`config.mk`:
```
export PLATFORM = sky130hd
export DESIGN_NAME = mandelbrot_iter_unit_flat
export DESIGN_NICKNAME = d
export VERILOG_FILES = /design/src/rtl/mandelbrot_iter_unit_pkg.sv /design/src/rtl/mandelbrot_iter_unit_if.sv /design/src/rtl/mandelbrot_iter_unit_step.sv /design/src/rtl/mandelbrot_iter_unit.sv /design/src/flat_wrapper.sv
export SDC_FILE = /design/constraint.sdc
export NUM_CORES = 1
export LEC_CHECK = 0
export ABC_AREA = 1
export CORE_ASPECT_RATIO = 1.1
export CORE_MARGIN = 10
export CORE_UTILIZATION = 45
export CTS_BUF_LIST = sky130_fd_sc_hd__clkbuf_4 sky130_fd_sc_hd__clkbuf_8
export DETAILED_ROUTE_END_ITERATION = 12
export MAX_ROUTING_LAYER = met4
export REMOVE_ABC_BUFFERS = 1
export SKIP_CTS_REPAIR_TIMING = 1
export SYNTH_ARGS = -nofsm -noshare
export SYNTH_HDL_FRONTEND = slang
export SYNTH_SLANG_ARGS = --single-unit
```
`constraint.sdc`:
```
create_clock -name clk -period 10.7 [get_ports clk]
set_input_delay 2.14 -clock clk [delete_from_list [all_inputs] [get_ports clk]]
set_output_delay 2.14 -clock clk [all_outputs]
set_load 0.02 [all_outputs]
```
`src/rtl/mandelbrot_iter_unit_pkg.sv`:
```
// ----------------------------------------------------------------------------
// mandelbrot_pkg
// Shared definitions for the Mandelbrot iteration engine.
//   state_t    : engine state encoding (IDLE, RUN, DONE)
//   FRAC_BITS  : fraction bits of the default 8-bit 2.6 coordinate format
//   ONE        : 1.0 in that format
//   FOUR_SQ    : 4.0 in the format of a product of two coordinates
//   frac_bits(): fraction bits for any coordinate width
// ----------------------------------------------------------------------------
package mandelbrot_pkg;

  typedef enum logic [1:0] {
    IDLE = 2'd0,
    RUN  = 2'd1,
    DONE = 2'd2
  } state_t;

  localparam int WIDTH_DEF = 32'sd8;
  localparam int FRAC_BITS = WIDTH_DEF - 32'sd2;
  localparam int ONE       = 32'sd1 <<< FRAC_BITS;
  localparam int FOUR_SQ   = 32'sd4 <<< (32'sd2 * FRAC_BITS);

  // Coordinates are 2.(width-2): two integer bits including the sign.
  function automatic int frac_bits(input int width);
    return width - 32'sd2;
  endfunction

endpackage

```
`src/rtl/mandelbrot_iter_unit_if.sv`:
```
// ----------------------------------------------------------------------------
// mandelbrot_iter_unit_if
// Request/result handshake bundle of the Mandelbrot iteration engine.
//   in_valid/in_ready      : request handshake carrying in_cr, in_ci, in_max_iter
//   out_valid/out_ready    : result handshake carrying out_iter, out_escaped,
//                            out_overflow
//   busy                   : engine is iterating
// Modports: master = coordinate generator / consumer side, slave = engine.
// ----------------------------------------------------------------------------
interface mandelbrot_iter_unit_if #(
  parameter int WIDTH = 8,
  parameter int CNT_W = 4
) ();

  logic                    in_valid;
  logic                    in_ready;
  logic signed [WIDTH-1:0] in_cr;
  logic signed [WIDTH-1:0] in_ci;
  logic [CNT_W-1:0]        in_max_iter;
  logic                    out_valid;
  logic                    out_ready;
  logic [CNT_W-1:0]        out_iter;
  logic                    out_escaped;
  logic                    out_overflow;
  logic                    busy;

  modport slave (
    input  in_valid, in_cr, in_ci, in_max_iter, out_ready,
    output in_ready, out_valid, out_iter, out_escaped, out_overflow, busy
  );

  modport master (
    output in_valid, in_cr, in_ci, in_max_iter, out_ready,
    input  in_ready, out_valid, out_iter, out_escaped, out_overflow, busy
  );

endinterface

```
`src/rtl/mandelbrot_iter_unit_step.sv`:
```
// ----------------------------------------------------------------------------
// mandelbrot_step
// One combinational Mandelbrot step on 2.(WIDTH-2) fixed-point values.
//   cr, ci         : point c
//   zr, zi         : current z
//   zr_next/zi_next: z^2 + c, truncated (LSBs dropped) and wrapped modulo 4
//   escape         : |z|^2 > 4.0 on the current z, full precision
//   overflow       : (only with MANDELBROT_OVERFLOW_DETECT_EN) z^2 + c before
//                    truncation lies outside [-2, 2)
// ----------------------------------------------------------------------------
module mandelbrot_step
  import mandelbrot_pkg::*;
#(
  parameter int WIDTH = 8
) (
  input  logic signed [WIDTH-1:0] cr,
  input  logic signed [WIDTH-1:0] ci,
  input  logic signed [WIDTH-1:0] zr,
  input  logic signed [WIDTH-1:0] zi,
  output logic signed [WIDTH-1:0] zr_next,
  output logic signed [WIDTH-1:0] zi_next,
`ifdef MANDELBROT_OVERFLOW_DETECT_EN
  output logic                    overflow,
`endif
  output logic                    escape
);

  localparam int FRAC = frac_bits(WIDTH);
  localparam int MW   = 2 * WIDTH;       // product width, 4.(2*FRAC)
  localparam int SQW  = 2 * WIDTH + 1;   // |z|^2 without truncation
  // Wide enough that 2*zr*zi + ci never wraps before the range check.
  localparam int EW   = 2 * WIDTH + 3;
  localparam logic signed [SQW-1:0] FOUR_SQ_W = SQW'(64'sd4 <<< (2 * FRAC));

  logic signed [MW-1:0]    m_rr;
  logic signed [MW-1:0]    m_ii;
  logic signed [MW-1:0]    m_ri;
  logic signed [SQW-1:0]   sq;
  logic signed [EW-1:0]    sum_r;
  logic signed [EW-1:0]    sum_i;
  logic signed [EW-1:0]    sh_r;
  logic signed [EW-1:0]    sh_i;
  logic signed [WIDTH-1:0] tr_r;
  logic signed [WIDTH-1:0] tr_i;

  assign m_rr = MW'(zr) * MW'(zr);
  assign m_ii = MW'(zi) * MW'(zi);
  assign m_ri = MW'(zr) * MW'(zi);

  assign sq     = SQW'(m_rr) + SQW'(m_ii);
  assign escape = (sq > FOUR_SQ_W);

  // c is shifted up to the product's fraction alignment before adding.
  assign sum_r = EW'(m_rr) - EW'(m_ii) + (EW'(cr) <<< FRAC);
  assign sum_i = (EW'(m_ri) <<< 32'd1) + (EW'(ci) <<< FRAC);

  // Arithmetic shift = truncation toward minus infinity; narrowing wraps mod 4.
  assign sh_r = sum_r >>> FRAC;
  assign sh_i = sum_i >>> FRAC;
  assign tr_r = WIDTH'(sh_r);
  assign tr_i = WIDTH'(sh_i);

  assign zr_next = tr_r;
  assign zi_next = tr_i;

`ifdef MANDELBROT_OVERFLOW_DETECT_EN
  // Out of range exactly when the wrapped value no longer sign-extends back.
  assign overflow = (sh_r != EW'(tr_r)) || (sh_i != EW'(tr_i));
`endif

endmodule

```
`src/rtl/mandelbrot_iter_unit.sv`:
```
// ----------------------------------------------------------------------------
// mandelbrot_iter_unit
// Sequential Mandelbrot pixel engine: accepts c over a valid/ready request,
// iterates z <- z^2 + c from z = 0 one step per cycle, and returns the number
// of z updates over a valid/ready result handshake.
//   clk  : rising-edge clock
//   rst  : asynchronous active-high reset
//   bus  : mandelbrot_iter_unit_if.slave (request, result, busy)
// Optional build macro MANDELBROT_OVERFLOW_DETECT_EN: an update leaving
// [-2, 2) terminates the pixel as escaped with out_overflow set; without it
// out-of-range values wrap modulo 4 and out_overflow is tied low.
// ----------------------------------------------------------------------------
module mandelbrot_iter_unit
  import mandelbrot_pkg::*;
#(
  parameter int WIDTH = 8,
  parameter int CNT_W = 4
) (
  input  logic                  clk,
  input  logic                  rst,
  mandelbrot_iter_unit_if.slave bus
);

  state_t                  state;
  logic signed [WIDTH-1:0] zr;
  logic signed [WIDTH-1:0] zi;
  logic signed [WIDTH-1:0] cr;
  logic signed [WIDTH-1:0] ci;
  logic [CNT_W-1:0]        cnt;
  logic [CNT_W-1:0]        limit;
  logic [CNT_W-1:0]        res_iter;
  logic                    res_esc;
  logic                    busy;

  logic signed [WIDTH-1:0] zr_next;
  logic signed [WIDTH-1:0] zi_next;
  logic                    step_esc;
`ifdef MANDELBROT_OVERFLOW_DETECT_EN
  logic                    step_ovf;
  logic                    res_ovf;
`endif

  mandelbrot_step #(
    .WIDTH (WIDTH)
  ) u_step (
    .cr       (cr),
    .ci       (ci),
    .zr       (zr),
    .zi       (zi),
    .zr_next  (zr_next),
    .zi_next  (zi_next),
`ifdef MANDELBROT_OVERFLOW_DETECT_EN
    .overflow (step_ovf),
`endif
    .escape   (step_esc)
  );

  // Engine FSM: request capture, one iteration step per RUN cycle, result hold.
  always_ff @(posedge clk or posedge rst) begin
    if (rst) begin
      state    <= IDLE;
      zr       <= '0;
      zi       <= '0;
      cr       <= '0;
      ci       <= '0;
      cnt      <= '0;
      limit    <= '0;
      res_iter <= '0;
      res_esc  <= 1'b0;
      busy     <= 1'b0;
`ifdef MANDELBROT_OVERFLOW_DETECT_EN
      res_ovf  <= 1'b0;
`endif
    end else begin
      case (state)
        IDLE: begin
          if (bus.in_valid) begin
            cr    <= bus.in_cr;
            ci    <= bus.in_ci;
            limit <= bus.in_max_iter;
            zr    <= '0;
            zi    <= '0;
            cnt   <= '0;
            busy  <= 1'b1;
            state <= RUN;
          end
        end
        RUN: begin
          // Escape test and limit test look at the current z, before updating.
          if (step_esc) begin
            res_iter <= cnt;
            res_esc  <= 1'b1;
`ifdef MANDELBROT_OVERFLOW_DETECT_EN
            res_ovf  <= 1'b0;
`endif
            busy     <= 1'b0;
            state    <= DONE;
          end else if (cnt == limit) begin
            res_iter <= cnt;
            res_esc  <= 1'b0;
`ifdef MANDELBROT_OVERFLOW_DETECT_EN
            res_ovf  <= 1'b0;
`endif
            busy     <= 1'b0;
            state    <= DONE;
`ifdef MANDELBROT_OVERFLOW_DETECT_EN
          end else if (step_ovf) begin
            // The discarded update still counts; cnt < limit so no wrap.
            res_iter <= cnt + CNT_W'(32'd1);
            res_esc  <= 1'b1;
            res_ovf  <= 1'b1;
            busy     <= 1'b0;
            state    <= DONE;
`endif
          end else begin
            zr  <= zr_next;
            zi  <= zi_next;
            cnt <= cnt + CNT_W'(32'd1);
          end
        end
        DONE: begin
          if (bus.out_ready) begin
            state <= IDLE;
          end
        end
        default: begin
          busy  <= 1'b0;
          state <= IDLE;
        end
      endcase
    end
  end

  assign bus.in_ready    = (state == IDLE);
  assign bus.out_valid   = (state == DONE);
  assign bus.out_iter    = res_iter;
  assign bus.out_escaped = res_esc;
  assign bus.busy        = busy;
`ifdef MANDELBROT_OVERFLOW_DETECT_EN
  assign bus.out_overflow = res_ovf;
`else
  assign bus.out_overflow = 1'b0;
`endif

endmodule

```
`src/flat_wrapper.sv`:
```
// flat-port wrapper written by rule: the top's interface ports become plain ports
module mandelbrot_iter_unit_flat import mandelbrot_pkg::*;
#(
  parameter int WIDTH = 8,
  parameter int CNT_W = 4
)
  (clk, rst, bus_in_valid, bus_in_cr, bus_in_ci, bus_in_max_iter, bus_out_ready, bus_in_ready, bus_out_valid, bus_out_iter, bus_out_escaped, bus_out_overflow, bus_busy);
  mandelbrot_iter_unit_if #(.WIDTH(WIDTH), .CNT_W(CNT_W)) bus_i ();
  input  logic clk;
  input  logic rst;
  input wire logic [$bits(bus_i.in_valid)-1:0] bus_in_valid;
  input wire logic [$bits(bus_i.in_cr)-1:0] bus_in_cr;
  input wire logic [$bits(bus_i.in_ci)-1:0] bus_in_ci;
  input wire logic [$bits(bus_i.in_max_iter)-1:0] bus_in_max_iter;
  input wire logic [$bits(bus_i.out_ready)-1:0] bus_out_ready;
  output wire logic [$bits(bus_i.in_ready)-1:0] bus_in_ready;
  output wire logic [$bits(bus_i.out_valid)-1:0] bus_out_valid;
  output wire logic [$bits(bus_i.out_iter)-1:0] bus_out_iter;
  output wire logic [$bits(bus_i.out_escaped)-1:0] bus_out_escaped;
  output wire logic [$bits(bus_i.out_overflow)-1:0] bus_out_overflow;
  output wire logic [$bits(bus_i.busy)-1:0] bus_busy;
  assign bus_i.in_valid = bus_in_valid;
  assign bus_i.in_cr = bus_in_cr;
  assign bus_i.in_ci = bus_in_ci;
  assign bus_i.in_max_iter = bus_in_max_iter;
  assign bus_i.out_ready = bus_out_ready;
  assign bus_in_ready = bus_i.in_ready;
  assign bus_out_valid = bus_i.out_valid;
  assign bus_out_iter = bus_i.out_iter;
  assign bus_out_escaped = bus_i.out_escaped;
  assign bus_out_overflow = bus_i.out_overflow;
  assign bus_busy = bus_i.busy;
  mandelbrot_iter_unit #(.WIDTH(WIDTH), .CNT_W(CNT_W)) u_core (.clk(clk), .rst(rst), .bus(bus_i));
endmodule
```
; Word-level counts from Yosys, hierarchy flattened
; Index checks and enable logic that the tools add are counted.
[word_totals]
wordCells = 59
reg_bits = 48
[classes]
eq_ne = 8
n_mux = 23
add_sub_neg = 5
multipliers = 3
order_cmp = 1
n_reduce_logical = 8
n_bitwise = 1
[op_table]
columns = cell, n
row1 = $mux 8, 5
row2 = $mul 8x8->16, 2
row3 = $pmux 8 s2, 2
row4 = $add 14x14->14, 2
row5 = $mux 4, 5
row6 = $add 16x16->17, 1
row7 = $gt 17x16->1 const B, 1
row8 = $sub 14x14->14, 1
row9 = $mul 8x8->13, 1
row10 = $mux 2, 4
row11 = $ne 2x2->1 const B, 4
row12 = $pmux 4 s2, 1
row13 = $pmux 2 s3, 1
row14 = $reduce_and 3->1, 2
row15 = $add 4x1->4 const B, 1
row16 = $eq 4x4->1, 1
row17 = $mux 1, 4
row18 = $reduce_and 2->1, 2
row19 = $reduce_and 4->1, 1
row20 = $reduce_bool 2->1, 2
row21 = $ne 3x1->1 const B, 1
row22 = $pmux 1 s3, 1
row23 = $eq 2x1->1 const B, 1
row24 = $eq 2x2->1 const B, 1
row25 = other kinds (2), 2

; Depth between registers and ports, before layout
[logic_depth]
depth_word = 6
depth_mapped = 41

; Hierarchy
; From an unflattened synthesis, not the netlist that was laid out.
[unflattened]
hier_cells = 1363
hier_area_um2 = 10283.6
[by_module_without_submodules]
columns = mod, cells_each, seq_area_each_um2, instances, area_per_inst_um2
row1 = mandelbrot_step, 1118, 0.0, 1, 8182.8
row2 = mandelbrot_iter_unit, 245, 1201.2, 1, 2100.8

; Worst setup path after synthesis
; OpenSTA, ideal clock, no wires.
[synth_path]
kind = reg2reg
startpoint = register u_core.zi[3]
endpoint = register u_core.zr[1]
path_buffers = 3
stages_incl_launch_ff = 32
slack_ns = 4.781
period_less_slack_ns = 5.919
setup_time_ns = 0.118
arrival_ns = 5.801
t_required_ns = 10.582
path_cell_list = dfrtp_1 clkbuf_1 clkbuf_1 nor2_1 fa_1 fa_1 fa_1 inv_1 fa_1 inv_1 ha_1 a21oi_1 o21ai_0 a21oi_1 nor2_1 o21ai_0 nand3_1 nand2_1 inv_1 ha_1 nand2_1 nor2_1 nand3_1 nand3_1 nand2_1 a22oi_2 nand3_1 nand3_2 nand2_4 buf_6 nand3_1 nand2_1
[synth_between]
elab_chain_len = 6
word_cells_on_any_way = 10
[synth_lines]
columns = item, line_no
row1 = "start, declared", mandelbrot_iter_unit.sv:26  ; logic signed [WIDTH-1:0] zi;
row2 = "start signal, assigned", mandelbrot_iter_unit.sv:117  ; zi <= zi_next;
row3 = $mul 8x8->16 *, mandelbrot_iter_unit_step.sv:47  ; assign m_ii = MW'(zi) * MW'(zi);
row4 = $sub 14x14->14, mandelbrot_iter_unit_step.sv:54  ; assign sum_r = EW'(m_rr) - EW'(m_ii) + (EW'(cr) <<< FRAC);
row5 = $add 14x14->14, mandelbrot_iter_unit_step.sv:54
row6 = $mux 8, mandelbrot_iter_unit.sv:98  ; end else if (cnt == limit) begin
row7 = $mux 8, mandelbrot_iter_unit.sv:90  ; if (step_esc) begin
row8 = $pmux 8 s2, mandelbrot_iter_unit.sv:75  ; case (state)
row9 = "end signal, assigned", mandelbrot_iter_unit.sv:116  ; zr <= zr_next;
row10 = "end, declared", mandelbrot_iter_unit.sv:25  ; logic signed [WIDTH-1:0] zr;
; Every way passes the cells marked *; elsewhere a longest branch is shown, timed or not. The select of a mux whose other input is x is not followed.
; A chain may end at the register's enable or synchronous reset.

; Final worst setup path
[layout_path]
startpoint = register u_core.zi[7]
endpoint = register u_core.zr[1]
; Same word-level chain as after synthesis.

==> summary.txt <==
Outcome
  • Outcome: completed

Die
  • Floorplan core area: 0.0221 mm2
  • Die Wd: 163 um
  • Initial Util: 45.9%
  • Die area: 0.0290 mm2
  • Die Ht: 177 um
  • Row count: 57
  • Num ports: 33

Synth
  • Ys async rst share: 100%
  • Ys flop type: dfrtp_1
  • Synthesized flop and latch total: 48
  • Synthesized area: 0.0101 mm2
  • Distinct cells, synth: 38
  • Cells after Synth: 1376
  • Post-synth EDFFs: 0
  • Sequential area share after synthesis: 11.8%
  • Synth warnings: 0
  • Mean Syn Cell Area: 7.37 um2

Worst setup path
  • CP most frequent cell: nand2_1
  • Crit-path max FO: 22
  • Crit path max-delay cell type: dfrtp_1
  • Endpoint class of the critical path: flop
  • Crit start category: flop
  • CP required: 10.90 ns
  • Crit-path max cell delay: 0.76 ns
  • Worst Path Arrival: 7.41 ns
  • Critical path type: flop to flop
  • Flop2flop setup slack: 3.49 ns

Cells and area
  • Area Overhead vs Synth: 6.51%
  • Share of cells above drive strength 1: 2.61%
  • Fin nets: 1651
  • Commonest cells after routing, fill and taps aside: inv_1, nand2_1, fa_1
  • Multi-input gate area: 0.00729 mm2
  • Most common cell after layout, fill and taps aside: inv_1
  • Filler cells: 2254
  • Diode count: 0
  • Register area: 0.00120 mm2

Clock network
  • Worst-Skew Late Latency: 0.32 ns
  • Clk sinks: 48
  • Clk pin slew, worst setup/hold paths: 0.11 ns
  • H-tree Lvls: 2
  • CTS root buf: clkbuf_8
  • Total CTS buffers: 5
  • Largest buffer count on any clock path: 2
  • CTS tree: done

Drt
  • Vias: 7873
  • DR iter-0 viols: 398
  • WL per Instance: 13.6 um
  • Drt pass-1 iters: 4
  • ANT nets after route: 0
  • DR top layer: met4
  • Number of remaining DRC errors: 0
  • Metal2 WL: 10800 um
  • Vias per Instance: 4.71
  • Met1 WL: 11100 um
  • Detailed Route WL: 22800 um
  • Met3 WL: 467 um

Timing
  • TNS Setup: 0 ns
  • Final setup vio count: 0
  • Unrepaired setup endpoints after global routing: false
  • Worst Hold Slack: 0.494 ns
  • Period minus WS final: 7.21 ns
  • F_max: 139 MHz
  • Post-route clock period utilization: 67.4%
  • Fin. Hold Viols: 0
  • Count of pins over their slew limit: 0
  • Max-slew headroom: 43.6%
  • Worst slew pin tran: 0.841 ns
  • Crit path setup slack, layout: 3.49 ns
  • Max Clock Skew: 0.0158 ns

Global route
  • GR Overflow Total: 0
  • Largest net degree at the start of global routing: 49
  • Vias in the first global route: 7960
  • Tot GR Track Use: 16.9%
  • First-pass GRT wire length: 39300 um
  • Antenna violations before repair: 0

Place
  • Worst slack at placement: 3.49 ns
  • Buffers added on ports: 31
  • DPL Wire Length: 19100 um
  • Gpl congestion: 0.877

Flow run
  • Number of max-cap violations: 0

Hold path
  • Kind of path behind the tightest hold check: flop to flop
==> metrics by stage <==
stage | cell area (um2) | util [%] | cells
after floorplan | 9950 | - | 1330
final | 10800 | 48.9 | 1672
after global routing | 10800 | 48.9 | 1672
after global placement | 10700 | 48.3 | 1664
after CTS | 10800 | 48.9 | 1672
after detailed placement | 10700 | 48.3 | 1664
==> cells in the mapped netlist, drive strengths merged (6+ instances only) <==
| library cell | count | area (um2) |
|---|---|---|
| xnor2 | 29 | 254 |
| nand3 | 67 | 350 |
| a21oi | 40 | 204 |
| nand3b | 10 | 75.1 |
| nand4 | 16 | 100 |
| nor3 | 8 | 45.0 |
| dfrtp | 48 | 1200 |
| xor2 | 35 | 307 |
| inv | 387 | 1450 |
| clkbuf | 41 | 154 |
| nand2 | 348 | 1320 |
| nor2 | 38 | 145 |
| o21ai | 25 | 125 |
| fa | 139 | 2780 |
| or2 | 6 | 37.5 |
| ha | 112 | 1400 |
==> routing by layer <==
metal	up-vias	track usage, %
met2	105	27.5
met3	20	0.649
met5	-	-
met1	3720	23.0
li1	4028	-
met4	0	3.65
==> critical path: cells and delay by family (launching register included) <==
kind                     cells  cell delay, ns
AND/OR/NAND/NOR             18            2.27
AO/OA/AOI/OAI                4            0.74
flip-flops                   1            0.76
buffers and inverters        5            0.50
adder cells (fa/ha/maj)      6            2.81
==> worst paths after layout <==
check,cells after the start,startpoint,to
max,33,u_core.zi[7]$_DFFE_PP0P_,u_core.zr[1]$_DFFE_PP0P_
min,2,u_core.bus.out_escaped$_DFFE_PP0P_,u_core.bus.out_escaped$_DFFE_PP0P_
max reg2reg,33,u_core.zi[7]$_DFFE_PP0P_,u_core.zr[1]$_DFFE_PP0P_
min reg2reg,2,u_core.bus.out_escaped$_DFFE_PP0P_,u_core.bus.out_escaped$_DFFE_PP0P_
max in group asynchronous,3,rst,u_core.cnt[0]$_DFFE_PP0P_
min in group asynchronous,3,rst,u_core.limit[0]$_DFFE_PP0P_
==> state kept, by name, summed over array words and instances, names as in the netlist <==
register / cells
u_core.state: 2
u_core.zr: 8
u_core.bus.out_iter: 4
u_core.zi: 8
u_core.cnt: 4
u_core.limit: 4
u_core.bus.out_escaped: 1
u_core.bus.busy: 1
u_core.cr: 8
u_core.ci: 8
==> final cells by class <==
| type | count | area share (%) |
|---|---|---|
| clock inverters | 3 | 0.440 |
| inverters | 389 | 13.5 |
| clock buffers | 5 | 0.637 |
| flip-flops and latches | 48 | 11.1 |
| multi-input cells | 893 | 67.4 |
| well taps | 295 | 3.42 |
| repair buffers | 39 | 3.43 |
==> cell families after synthesis <==
| logic type | synth area share (%) |
|---|---|
| other | 0.0370 |
| AO/OA/AOI/OAI | 4.35 |
| flip-flops | 11.8 |
| buffers and inverters | 16.3 |
| AND/OR/NAND/NOR | 20.7 |
| XOR/XNOR | 5.53 |
| adder cells (fa/ha/maj) | 41.2 |
Power is left out: the tool's default activity adds up to more than one toggle a clock period on the data nets, which glitch-free logic cannot reach.
